[src/rtl/rx_fifo_pkg.sv]
// Shared types for the UART receive FIFO: drain FSM states and the stored entry.
// Entry layout follows RX_FIFO_ERR_TAG_EN (error flags stored only when defined).
package rx_fifo_pkg;

  typedef enum logic [1:0] {
    IDLE   = 2'd0,
    ACK    = 2'd1,
    SETTLE = 2'd2
  } rx_state_e;

`ifdef RX_FIFO_ERR_TAG_EN
  typedef struct packed {
    logic       ferr;
    logic       oerr;
    logic [7:0] data;
  } rx_entry_t;
`else
  typedef struct packed {
    logic [7:0] data;
  } rx_entry_t;
`endif

  localparam int ENTRY_W = $bits(rx_entry_t);

endpackage

[src/rtl/rx_fifo_mem.sv]
// DEPTH-entry register array: one write port, combinational read, cleared on reset.
module rx_fifo_mem
  import rx_fifo_pkg::*;
#(
  parameter int DEPTH  = 8,
  parameter int ADDR_W = $clog2(DEPTH)
) (
  input  logic              clk,
  input  logic              rst,
  input  logic              we,
  input  logic [ADDR_W-1:0] waddr,
  input  rx_entry_t         wdata,
  input  logic [ADDR_W-1:0] raddr,
  output rx_entry_t         rdata
);

  rx_entry_t mem_q [DEPTH];
  rx_entry_t mem_d [DEPTH];

  // next-state of the array
  always_comb begin
    mem_d = mem_q;
    if (we) begin
      mem_d[waddr] = wdata;
    end else begin
      mem_d[waddr] = mem_q[waddr];
    end
  end

  // storage flops
  always_ff @(posedge clk or posedge rst) begin
    if (rst) begin
      for (int i = 0; i < DEPTH; i++) begin
        mem_q[i] <= '0;
      end
    end else begin
      mem_q <= mem_d;
    end
  end

  assign rdata = mem_q[raddr];

endmodule

[src/rtl/rx_fifo.sv]
// Receive-side byte FIFO draining a UART receive buffer via data_ready/data_read.
// Define RX_FIFO_ERR_TAG_EN to store and present per-byte framing/overrun flags.
module rx_fifo
  import rx_fifo_pkg::*;
#(
  parameter int DEPTH = 8,
  parameter int CNT_W = $clog2(DEPTH + 1)
) (
  input  logic             clk,
  input  logic             rst,
  input  logic [7:0]       rx_data,
  input  logic             data_ready,
  input  logic             overrun_error,
  input  logic             framing_error,
  output logic             data_read,
  input  logic             pop,
  output logic [7:0]       rd_data,
  output logic             rd_ferr,
  output logic             rd_oerr,
  output logic             empty,
  output logic             full,
  output logic [CNT_W-1:0] count,
  output logic             underflow,
  input  logic             clear_flags
);

  localparam int ADDR_W = $clog2(DEPTH);

  rx_state_e         state_q;
  logic              data_read_q;
  logic [ADDR_W-1:0] wr_ptr_q, wr_ptr_d;
  logic [ADDR_W-1:0] rd_ptr_q, rd_ptr_d;
  logic [CNT_W-1:0]  count_q, count_d;
  logic              underflow_q, underflow_d;
  logic              push_s, pop_ok_s, full_s, empty_s;
  rx_entry_t         wr_entry_s, head_s;

  assign full_s   = (count_q == CNT_W'(DEPTH));
  assign empty_s  = (count_q == {CNT_W{1'b0}});
  // a pop this cycle never frees a slot for a push this cycle
  assign push_s   = (state_q == IDLE) && data_ready && !full_s;
  assign pop_ok_s = pop && !empty_s;

  // assemble the entry to store
  always_comb begin
    wr_entry_s      = '0;
    wr_entry_s.data = rx_data;
`ifdef RX_FIFO_ERR_TAG_EN
    wr_entry_s.ferr = framing_error;
    wr_entry_s.oerr = overrun_error;
`endif
  end

  // drain handshake; SETTLE ignores data_ready while the receiver drops it
  always_ff @(posedge clk or posedge rst) begin
    if (rst) begin
      state_q     <= IDLE;
      data_read_q <= 1'b0;
    end else begin
      case (state_q)
        IDLE: begin
          if (push_s) begin
            state_q     <= ACK;
            data_read_q <= 1'b1;
          end else begin
            state_q     <= IDLE;
            data_read_q <= 1'b0;
          end
        end
        ACK: begin
          state_q     <= SETTLE;
          data_read_q <= 1'b0;
        end
        SETTLE: begin
          state_q     <= IDLE;
          data_read_q <= 1'b0;
        end
        default: begin
          state_q     <= IDLE;
          data_read_q <= 1'b0;
        end
      endcase
    end
  end

  // pointers, occupancy and sticky underflow
  always_comb begin
    wr_ptr_d = push_s   ? wr_ptr_q + ADDR_W'(1) : wr_ptr_q;
    rd_ptr_d = pop_ok_s ? rd_ptr_q + ADDR_W'(1) : rd_ptr_q;
    case ({push_s, pop_ok_s})
      2'b10:   count_d = count_q + CNT_W'(1);
      2'b01:   count_d = count_q - CNT_W'(1);
      default: count_d = count_q;
    endcase
    if (pop && empty_s) begin
      underflow_d = 1'b1;
    end else if (clear_flags) begin
      underflow_d = 1'b0;
    end else begin
      underflow_d = underflow_q;
    end
  end

  // datapath state flops
  always_ff @(posedge clk or posedge rst) begin
    if (rst) begin
      wr_ptr_q    <= {ADDR_W{1'b0}};
      rd_ptr_q    <= {ADDR_W{1'b0}};
      count_q     <= {CNT_W{1'b0}};
      underflow_q <= 1'b0;
    end else begin
      wr_ptr_q    <= wr_ptr_d;
      rd_ptr_q    <= rd_ptr_d;
      count_q     <= count_d;
      underflow_q <= underflow_d;
    end
  end

  rx_fifo_mem #(
    .DEPTH  (DEPTH),
    .ADDR_W (ADDR_W)
  ) u_mem (
    .clk   (clk),
    .rst   (rst),
    .we    (push_s),
    .waddr (wr_ptr_q),
    .wdata (wr_entry_s),
    .raddr (rd_ptr_q),
    .rdata (head_s)
  );

  assign data_read = data_read_q;
  assign rd_data   = head_s.data;
  assign empty     = empty_s;
  assign full      = full_s;
  assign count     = count_q;
  assign underflow = underflow_q;

`ifdef RX_FIFO_ERR_TAG_EN
  assign rd_ferr = head_s.ferr;
  assign rd_oerr = head_s.oerr;
`else
  logic unused_err_s;
  assign unused_err_s = framing_error ^ overrun_error;
  assign rd_ferr = 1'b0;
  assign rd_oerr = 1'b0;
`endif

endmodule

[config.mk]
export PLATFORM = sky130hd
export DESIGN_NAME = rx_fifo
export DESIGN_NICKNAME = d
export VERILOG_FILES = /design/src/rtl/rx_fifo_pkg.sv /design/src/rtl/rx_fifo_mem.sv /design/src/rtl/rx_fifo.sv
export SDC_FILE = /design/constraint.sdc
export NUM_CORES = 1
export LEC_CHECK = 0
export ABC_AREA = 1
export BUFFER_PORTS_ARGS = -buffer_cell sky130_fd_sc_hd__buf_2
export CAP_MARGIN = 20
export CORE_ASPECT_RATIO = 1.75
export CORE_MARGIN = 2
export CORE_UTILIZATION = 50
export CTS_CLUSTER_DIAMETER = 40
export DETAILED_ROUTE_END_ITERATION = 16
export HOLD_SLACK_MARGIN = 0.08
export MAX_ROUTING_LAYER = met4
export PLACE_DENSITY = 0.65
export SYNTH_ARGS = -nofsm -noshare
export SYNTH_HDL_FRONTEND = slang
export SYNTH_HIERARCHICAL = 1
export SYNTH_SLANG_ARGS = --single-unit
[constraint.sdc]
create_clock -name clk -period 2.38 [get_ports clk]
set_input_delay 0.238 -clock clk [delete_from_list [all_inputs] [get_ports clk]]
set_output_delay 0.238 -clock clk [all_outputs]
set_load 0.02 [all_outputs]
==> results.py, run 1 <==
metrics = {
    "floorplan": {
        "pin_count": 33,
        "row_count": 48,
        "start_util": 0.5083,
        "fp.dieH_um": 136.0,
        "fp.dieW_um": 79.41,
        "core_area_um2": 9789,
        "dieArea_um2": 10800,
    },
    "sta": {
        "fmax_mhz": 449.8,
        "finalSetupViolCount": 0,
        "fin_setup_tns_ps": 0,
        "hold_violations": 0,
        "rsz0062_at_grt": "no",
        "slew_violations": 0,
        "period_share": 0.9341,
        "relSlewSlack": 0.5493,
        "clock-skew-final_ps": 6.116,
        "final.min_clock_period_ps": 2223,
        "worst_slew_pin_slew_ps": 676.1,
    },
    "power": {
        "p_int_w": 0.004510,
        "seq_power_share": 0.281,
        "swShare": 0.4999,
        "leakage_nw": 2.844,
        "powerDensity_nw_per_um2": 1635,
        "p_comb_frac": 0.544,
        "peakVddDrop_mv": 1.241,
        "power.switching_w": 0.004509,
        "power_frac_clock": 0.176,
    },
    "route": {
        "num_vias": 4912,
        "drc": 0,
        "final_antenna_net_count": 0,
        "firstDrtPassIters": 5,
        "vias_per_cell": 5.725,
        "routed_wl_um": 15350,
        "avgRoutedWirePerCell_um": 17.88,
        "drt_iter0_drc": 544,
    },
    "placed_design": {
        "port_buffers": 28,
        "dp.cells": 840,
        "dpl.hpwl_um": 10810,
        "place_congestion": 0.9177,
    },
    "critical_path": {
        "worstSetupEndpointType": "primary output",
        "worst-setup-path-type": "reg -> out",
        "start_kind": "register",
        "path_cells": "clkinvlp_4 -> a21oi_1 -> o21ai_0 -> o21ai_0 -> nand2_1 -> nand2_1 -> buf_2",
        "crit_buf_inv": 2,
        "cpMaxStageDelayCell": "dfrtp_1",
        "cpPeakStageDelay_ps": 590,
        "cp.required_ps": 2140,
        "crit_arrival_ps": 1990,
        "regToRegSetupSlack_ps": 240,
        "cp_top_family": "flip-flops",
        "timing.rr.start": "count[1]",
        "crit_path_max_fanout": 9,
        "setup.worst_path.start": "rd_ptr_q[1]",
    },
    "cts": {
        "clk_latency_ps": 340,
        "cts_sinks": 77,
        "clk_path_buf_depth": 2,
        "ctsRootBufferMaster": "clkbuf_16",
        "cts.clk_slew.worst_paths_ps": 60,
        "htree_levels": 3,
        "tritoncts": "built",
        "post_cts_buffers": 0,
        "numCtsBuffers": 9,
    },
    "min_path": {
        "min_path_type": "in -> reg",
        "hold_path_startpoint": "pop",
    },
    "layout": {
        "layout_commonest_cell": "nand2_1",
        "diodes": 0,
        "drive_gt1_frac": 0.1269,
        "fin_nets": 749,
        "final_cells": 858,
        "area_growth_pct": 10.86,
        "mostFrequentLayoutCells": "nand2_1, dfrtp_1, nor2_1, nand3_1, inv_1",
    },
    "grt": {
        "grt-ovfl-total": 0,
        "grt-busiest-layer": "met2",
        "met3_usage": 0.04449,
        "grt_usage": 0.3155,
        "use_met1": 0.3440,
        "grt_max_degree": 56,
        "grt.met2_usage": 0.5311,
        "antenna_found_initial": 0,
        "grt_pass1_vias": 4809,
        "grt_pass1_wl_um": 24860,
    },
    "synth": {
        "syn_area_um2": 4976,
        "yosys_warnings": 6,
        "yosysSeqAreaShare": 0.3872,
        "synthDistinctLibCells": 32,
        "syn_avg_cell_area_um2": 6.989,
        "synthCells": 712,
        "ys_ff_latch": 77,
    },
    "job": {
        "drv_cap": 0,
    },
    "outcome": {
        "status": "finished, final reports clean",
    },
}
[cell usage after synthesis]
| cell type | number | area [um^2] |
|---|---|---|
| inv_1 | 58 | 217.7 |
| fa_1 | 1 | 20.02 |
| nand3_1 | 66 | 330.3 |
| nand2_4 | 4 | 45.04 |
| xnor2_1 | 5 | 43.79 |
| buf_2 | 12 | 60.06 |
| nor2_1 | 73 | 274.0 |
| nand2_2 | 5 | 31.28 |
| nand2_1 | 233 | 874.6 |
| conb_1 | 1 | 3.750 |
| buf_6 | 8 | 90.09 |
| o21ai_1 | 2 | 10.01 |
| buf_4 | 3 | 22.52 |
| nand4_1 | 5 | 31.28 |
| nor2_8 | 2 | 40.04 |
| xor2_1 | 2 | 17.52 |
| buf_1 | 4 | 15.01 |
| dfrtp_1 | 77 | 1927 |
| inv_4 | 3 | 18.77 |
| clkinv_1 | 1 | 3.750 |
| ha_1 | 5 | 62.56 |
| clkbuf_1 | 12 | 45.04 |
| or2_2 | 1 | 6.260 |
| o22ai_1 | 1 | 6.260 |
| xnor2_2 | 1 | 16.27 |
| nor2_2 | 4 | 25.02 |
| inv_2 | 6 | 22.52 |
| nor2_4 | 6 | 67.56 |
| o211ai_1 | 33 | 247.7 |
| nand3_2 | 2 | 20.02 |
| o21ai_0 | 54 | 270.3 |
| a21oi_1 | 22 | 110.1 |
[path summary, 6_finish.rpt]
kind | endpoint | cells past startpoint
worst max-delay path | rd_data[3] | 7
worst min-delay path | underflow | 3
worst max register to register | count[3] | 10
worst min register to register | state_q[1] | 1
max in group asynchronous | u_mem/mem_q[39] | 5
min in group asynchronous | wr_ptr_q[2] | 3
[routing by layer]
layer / share of wire / wire, um
met5: 0 / 0
met4: 0.063 / 960
met3: 0.051 / 781
met2: 0.53 / 8074
met1: 0.36 / 5528
[sequential cells by signal, indices dropped and copies added (netlist names)]
register,flops
count,4
rd_ptr_q,3
data_read,1
wr_ptr_q,3
u_mem/mem_q,64
state_q,1
underflow,1
[worst reg2reg max path: cells and delay by family (launching register included)]
kind                       cells  cell delay [ps]
adders and majority gates      2              630
DFF                            1              450
and+or+nand+nor                8              960
[power by group through the flow]
stage / Combinational [W] / Sequential [W] / Clock, W
global placement: 0.00471 / 0.00250 / 0
detailed placement: 0.00483 / 0.00253 / 0
CTS: 0.00486 / 0.00252 / 0.00160
global route: 0.00548 / 0.00260 / 0.00166
finish: 0.00491 / 0.00253 / 0.00158
floorplan: 0.00362 / 0.00239 / 0
[cell type report]
class	instances	area [um^2]
clock buffers	9	225.2
clock inverters	7	113.9
fillers	929	4273
inverters	68	266.5
multi-input cells	529	2557
flip-flops and latches	77	1927
well taps	125	156.4
repair buffers	43	270.3
[cells by family (layout without fill, tap and decap cells)]
logic type / Yosys count / in the layout / synth area share
buffers and inverters: 107 / 127 / 0.09957
other: 1 / 2 / 0.0007536
and+or+nand+nor: 401 / 401 / 0.3508
DFF: 77 / 77 / 0.3872
xor gates and xnor gates: 8 / 8 / 0.01559
adders and majority gates: 6 / 6 / 0.01660
AOI/OAI and AO/OA: 112 / 112 / 0.1295
[what timing repair did]
| action | CTS | global route |
|---|---|---|
| hold buffers | 2 | 0 |
| hold endpoints to repair | 14 | 0 |
| endpoints found under the setup margin | 0 | 2 |
| resized for setup | 0 | 1 |
[stage by stage]
stage | hold WS (ps) | total power, W | util | setup WS (ps) | area [um^2]
after floorplan | 115.0 | 0.006010 | - | 343.8 | 4980
final | 163.5 | 0.009020 | 0.5635 | 156.8 | 5517
after global routing | 172.6 | 0.009739 | 0.5635 | 37.21 | 5517
after CTS | 159.5 | 0.008973 | 0.5631 | 165.0 | 5513
after detailed placement | 321.1 | 0.007362 | 0.5265 | 215.7 | 5154
after global placement | 311.4 | 0.007210 | 0.5265 | 282.7 | 5154
Note: power is estimated with default switching activity, not from simulation.
==> inputs of run 2 (changes only) <==
--- a/config.mk
+++ b/config.mk
@@ -7,7 +7,6 @@
 export LEC_CHECK = 0
 export ABC_AREA = 1
 export BUFFER_PORTS_ARGS = -buffer_cell sky130_fd_sc_hd__buf_2
-export CAP_MARGIN = 20
 export CORE_ASPECT_RATIO = 1.75
 export CORE_MARGIN = 2
 export CORE_UTILIZATION = 50
==> constraint.sdc (replaced) <==
create_clock -name clk -period 2.3 [get_ports clk]
set_input_delay 0.23 -clock clk [delete_from_list [all_inputs] [get_ports clk]]
set_output_delay 0.23 -clock clk [all_outputs]
set_load 0.02 [all_outputs]
==> run 2 against run 1 <==
- sequential share of layout area shrank 0.16 points
- non-clock buffer count grew 2
- global-route usage shrank 1.5 points
- sequential cell count is the same
- critical path depth grew 1
- sequential power grew 5%
- power grew 3.4%
==> results.py, run 2 (synthesis results as in run 1) <==
metrics = {
    "outcome": {
        "status": "finished, final reports clean",
    },
    "critical_path": {
        "crit_arrival_ps": 1980,
        "start_kind": "register",
        "cp.required_ps": 2070,
        "worstSetupEndpointType": "primary output",
        "crit_path_max_fanout": 31,
        "worst-setup-path-type": "reg -> out",
    },
    "route": {
        "routed-wl-met2_um": 7647,
        "routed_wl_um": 15210,
        "vias_per_cell": 5.769,
        "num_vias": 4961,
        "wl_met1_um": 5615,
        "final_antenna_net_count": 0,
        "avgRoutedWirePerCell_um": 17.69,
        "routed.top_layer": "met4",
        "firstDrtPassIters": 5,
        "met3_length_um": 798,
        "drt_iter0_drc": 546,
        "drc": 0,
    },
    "layout": {
        "layout_commonest_cell": "nand2_1",
        "fillers": 930,
        "register_area_um2": 1927,
        "largest_reg_flops": 64,
        "regMostFlops": "u_mem/mem_q",
        "diodes": 0,
        "multi_input_area_um2": 2557,
        "area_growth_pct": 11.37,
        "fin_nets": 751,
        "mostFrequentLayoutCells": "nand2_1, dfrtp_1, nor2_1, nand3_1, inv_1",
        "drive_gt1_frac": 0.1279,
    },
    "cts": {
        "htree_levels": 3,
        "numCtsBuffers": 9,
        "ctsRootBufferMaster": "clkbuf_16",
        "tritoncts": "built",
        "clk_latency_ps": 340,
        "cts.clk_slew.worst_paths_ps": 60,
        "cts_sinks": 77,
        "post_cts_buffers": 0,
        "clk_path_buf_depth": 2,
    },
    "sta": {
        "slew_violations": 0,
        "hold_violations": 0,
        "fin_setup_tns_ps": 0,
        "final.min_clock_period_ps": 2212,
        "rsz0062_at_grt": "no",
        "period_share": 0.9616,
        "holdWs_ps": 172.4,
        "relSlewSlack": 0.4474,
        "clock-skew-final_ps": 7.696,
        "fmax_mhz": 452.1,
        "worst_slew_pin_slew_ps": 827.6,
        "finalSetupViolCount": 0,
    },
    "min_path": {
        "min_path_type": "in -> reg",
    },
    "floorplan": {
        "fp.dieW_um": 79.41,
        "fp.dieH_um": 136.0,
        "start_util": 0.5083,
        "row_count": 48,
        "pin_count": 33,
        "core_area_um2": 9789,
        "dieArea_um2": 10800,
    },
    "grt": {
        "grt_usage": 0.3009,
        "grt-ovfl-total": 0,
        "grt_pass1_vias": 4650,
        "antenna_found_initial": 0,
        "grt_pass1_wl_um": 23950,
        "grt_max_degree": 56,
    },
    "placed_design": {
        "dpl.hpwl_um": 10760,
        "port_buffers": 28,
        "place_congestion": 1.001,
    },
    "power": {
        "leakage_nw": 2.859,
        "peakVddDrop_mv": 1.019,
        "powerDensity_nw_per_um2": 1683,
    },
    "job": {
        "drv_cap": 0,
    },
}
-- run 2: metal layers --
metal | GRT usage | up-vias
met1 | 0.3299 | 2316
li1 | - | 2322
met2 | 0.5042 | 248
met3 | 0.03718 | 75
met5 | - | -
met4 | 0.2031 | 0
-- run 2: final cells by class --
| type | count | area share |
|---|---|---|
| timing repair buffer | 45 | 0.05599 |
| tap | 125 | 0.02822 |
| clock buffer | 12 | 0.04629 |
| multi-input combinational | 529 | 0.4615 |
| sequential | 77 | 0.3477 |
| inverter | 68 | 0.04764 |
| clock inverter | 4 | 0.01264 |
-- run 2: repair_timing --
action | in CTS | in global routing
hold buffers | 2 | 0
setup endpoints to repair | 4 | 0
gates resized for setup | 1 | 0
endpoints found under the hold margin | 14 | 0
-- run 2: path summary, 6_finish.rpt --
kind                                   from         endpoint  slack [ps]  cells after the start
worst min register to register   state_q[1]       state_q[1]         420                      1
worst max register to register  wr_ptr_q[2]  u_mem/mem_q[38]          90                      8
max in group asynchronous               rst  u_mem/mem_q[42]        1030                      4
worst max-delay path            rd_ptr_q[0]       rd_data[6]          90                      8
worst min-delay path                    pop        underflow         170                      3
min in group asynchronous               rst      wr_ptr_q[1]         500                      3
-- run 2: worst max-delay path: stages (launching register included) --
cell     delay [ps]
dfrtp_1         370
buf_4           190
inv_1            60
buf_4           310
nor2_1           80
o21ai_0         270
nand2_1          90
nand2_1         100
buf_2           170
-- run 2: metrics by stage --
stage / instances / area [um^2] / total power, W / utilization / setup slack [ps]
floorplan: 713 / 4980 / 0.006219 / - / 263.8
global placement: 842 / 5194 / 0.007538 / 0.5305 / 276.3
detailed placement: 842 / 5194 / 0.007673 / 0.5305 / 221.1
CTS: 860 / 5542 / 0.009275 / 0.5661 / 95.10
global route: 860 / 5542 / 0.009978 / 0.5661 / 2.247
finish: 860 / 5542 / 0.009327 / 0.5661 / 88.29
-- run 2: report_power, final --
| part | switching (W) | internal (W) | total (W) | leakage (nW) |
|---|---|---|---|---|
| Clock | 0.000556 | 0.00101 | 0.00156 | 0.163 |
| Combinational | 0.00346 | 0.00165 | 0.00511 | 1.74 |
| Sequential | 0.000646 | 0.00201 | 0.00266 | 0.956 |
| Total | 0.00466 | 0.00467 | 0.00933 | 2.86 |
==> inputs of run 3 (changes only) <==
--- a/config.mk
+++ b/config.mk
@@ -15,6 +15,7 @@
 export HOLD_SLACK_MARGIN = 0.08
 export MAX_ROUTING_LAYER = met4
 export PLACE_DENSITY = 0.65
+export SETUP_SLACK_MARGIN = 0.3
 export SYNTH_ARGS = -nofsm -noshare
 export SYNTH_HDL_FRONTEND = slang
 export SYNTH_HIERARCHICAL = 1
==> run 3 against run 2 <==
- critical path depth down 1
- combinational power up 7.4%
- cell area up 2.6%
- clock skew down 3.0 ps
- core utilization up 1.5 points
==> results.py, run 3 (synthesis results as in run 1) <==
metrics = {
    "outcome": {
        "status": "finished, final reports clean",
    },
    "critical_path": {
        "rr_worst_depth": 13,
        "cpMaxStageDelayCell": "dfrtp_1",
        "cpPeakStageDelay_ps": 400,
        "worstSetupEndpointType": "primary output",
        "crit_arrival_ps": 1730,
        "cpMostUsedCell": "nand2_1",
        "cp_top_family": "compound AO/OA/AOI/OAI gates",
        "cp_num_cells": 7,
        "worst-setup-path-type": "reg -> out",
        "crit_path_max_fanout": 17,
        "start_kind": "register",
        "cp.required_ps": 2070,
        "crit_buf_inv": 2,
        "path_cells": "buf_4 -> a21oi_1 -> o21ai_1 -> o21ai_2 -> nand2_1 -> nand2_1 -> buf_2",
    },
    "placed_design": {
        "port_buffers": 28,
        "dpl.hpwl_um": 10940,
        "dp.cells": 845,
        "place_area_um2": 5209,
        "dp_slack_ps": 297.0,
        "place_congestion": 1.001,
    },
    "floorplan": {
        "row_count": 48,
        "fp.dieW_um": 79.41,
        "start_util": 0.5083,
        "pin_count": 33,
        "fp.dieH_um": 136.0,
        "dieArea_um2": 10800,
        "core_area_um2": 9789,
    },
    "sta": {
        "period_share": 0.8518,
        "rsz0062_at_grt": "yes",
        "clock-skew-final_ps": 4.688,
        "worst_slack_ps": 341.0,
        "final.min_clock_period_ps": 1959,
        "finalSetupViolCount": 0,
        "relSlewSlack": 0.6312,
        "worst_slew_pin_slew_ps": 553.2,
        "fmax_mhz": 510.5,
        "fin_setup_tns_ps": 0,
        "hold_violations": 0,
        "slew_violations": 0,
    },
    "min_path": {
        "min_path_type": "in -> reg",
        "whs_path_depth": 3,
    },
    "route": {
        "firstDrtPassIters": 7,
        "avgRoutedWirePerCell_um": 18.24,
        "final_antenna_net_count": 0,
        "num_vias": 4909,
        "drt_iter0_drc": 565,
        "vias_per_cell": 5.636,
        "drc": 0,
        "routed_wl_um": 15890,
    },
    "layout": {
        "largest_reg_flops": 64,
        "mostFrequentLayoutCells": "nand2_1, dfrtp_1, nor2_1, nand3_1, inv_1",
        "post-route-util": 0.5808,
        "diodes": 0,
        "fillers": 951,
        "regMostFlops": "u_mem/mem_q",
        "fin_nets": 762,
        "finalInstanceArea_um2": 5685,
        "drive_gt1_frac": 0.1582,
        "final_cells": 871,
        "area_growth_pct": 14.26,
        "layout_commonest_cell": "nand2_1",
    },
    "cts": {
        "clk_path_buf_depth": 2,
        "cts.clk_slew.worst_paths_ps": 60,
        "clk_latency_ps": 340,
        "ctsRootBufferMaster": "clkbuf_16",
        "cts_sinks": 77,
        "htree_levels": 3,
        "numCtsBuffers": 9,
        "tritoncts": "built",
    },
    "grt": {
        "antenna_found_initial": 0,
        "grt-ovfl-total": 0,
        "grt_max_degree": 65,
        "grt_usage": 0.3102,
        "grt_pass1_vias": 4733,
        "grt_pass1_wl_um": 24460,
    },
    "power": {
        "powerDensity_nw_per_um2": 1679,
        "peakVddDrop_mv": 0.9681,
        "leakage_nw": 2.902,
    },
    "job": {
        "drv_cap": 0,
    },
}
[run 3: changes by cell type in the layout (fill, tap and decap cells not counted), moves of 3 or more]
cell,delta
dfrtp_2,+5
o21ai_0,-9
nor2_2,+3
dfrtp_1,-5
o21ai_1,+8
buf_4,+12
nor2_1,-3
[run 3: what timing repair did]
action	CTS	global route
setup buffers	2	6
endpoints found under the setup margin	9	9
resized for setup	5	26
pin swaps	0	3
endpoints found under the hold margin	78	0
hold buffers	2	0
[run 3: per-layer routing]
layer	wire, um	track usage	vias up
li1	-	-	2338
met1	5782	0.3358	2301
met5	0	-	-
met4	1372	0.2462	0
met3	728	0.04316	74
met2	8001	0.5028	196
[run 3: tightest hold or removal path: cells and delay by family]
kind            cells  cell delay, ps
buf+inv             1             110
simple gates        1              50
compound gates      1              60
[run 3: worst paths after layout]
path / endpoint / start / slack, ps
worst max-delay path: rd_data[6] / rd_ptr_q[0] / 340
worst min-delay path: underflow / pop / 150
worst max register to register: count[3] / count[0] / 380
worst min register to register: state_q[1] / state_q[1] / 460
max in group asynchronous: rd_ptr_q[1] / rst / 1400
min in group asynchronous: wr_ptr_q[2] / rst / 500
[run 3: through the flow]
stage,hold WS [ps],power (W)
floorplan,106.8,0.006226
global placement,310.5,0.007547
detailed placement,319.7,0.007689
CTS,147.7,0.009228
global route,162.9,0.01023
finish,150.0,0.009546
[run 3: cell type report]
class,count,area [um^2],area share
tap,125,156.4,0.02751
inverter,68,267.8,0.04710
clock inverter,4,47.55,0.008363
sequential,77,1933,0.3400
multi-input combinational,529,2614,0.4597
timing repair buffer,56,410.4,0.07218
clock buffer,12,256.5,0.04511
[run 3: report_power, final]
| part | total [W] | internal, W | switching [W] |
|---|---|---|---|
| clock network | 0.00146 | 0.000896 | 0.000564 |
| registers | 0.00260 | 0.00202 | 0.000573 |
| logic | 0.00549 | 0.00184 | 0.00365 |
| total | 0.00955 | 0.00476 | 0.00478 |
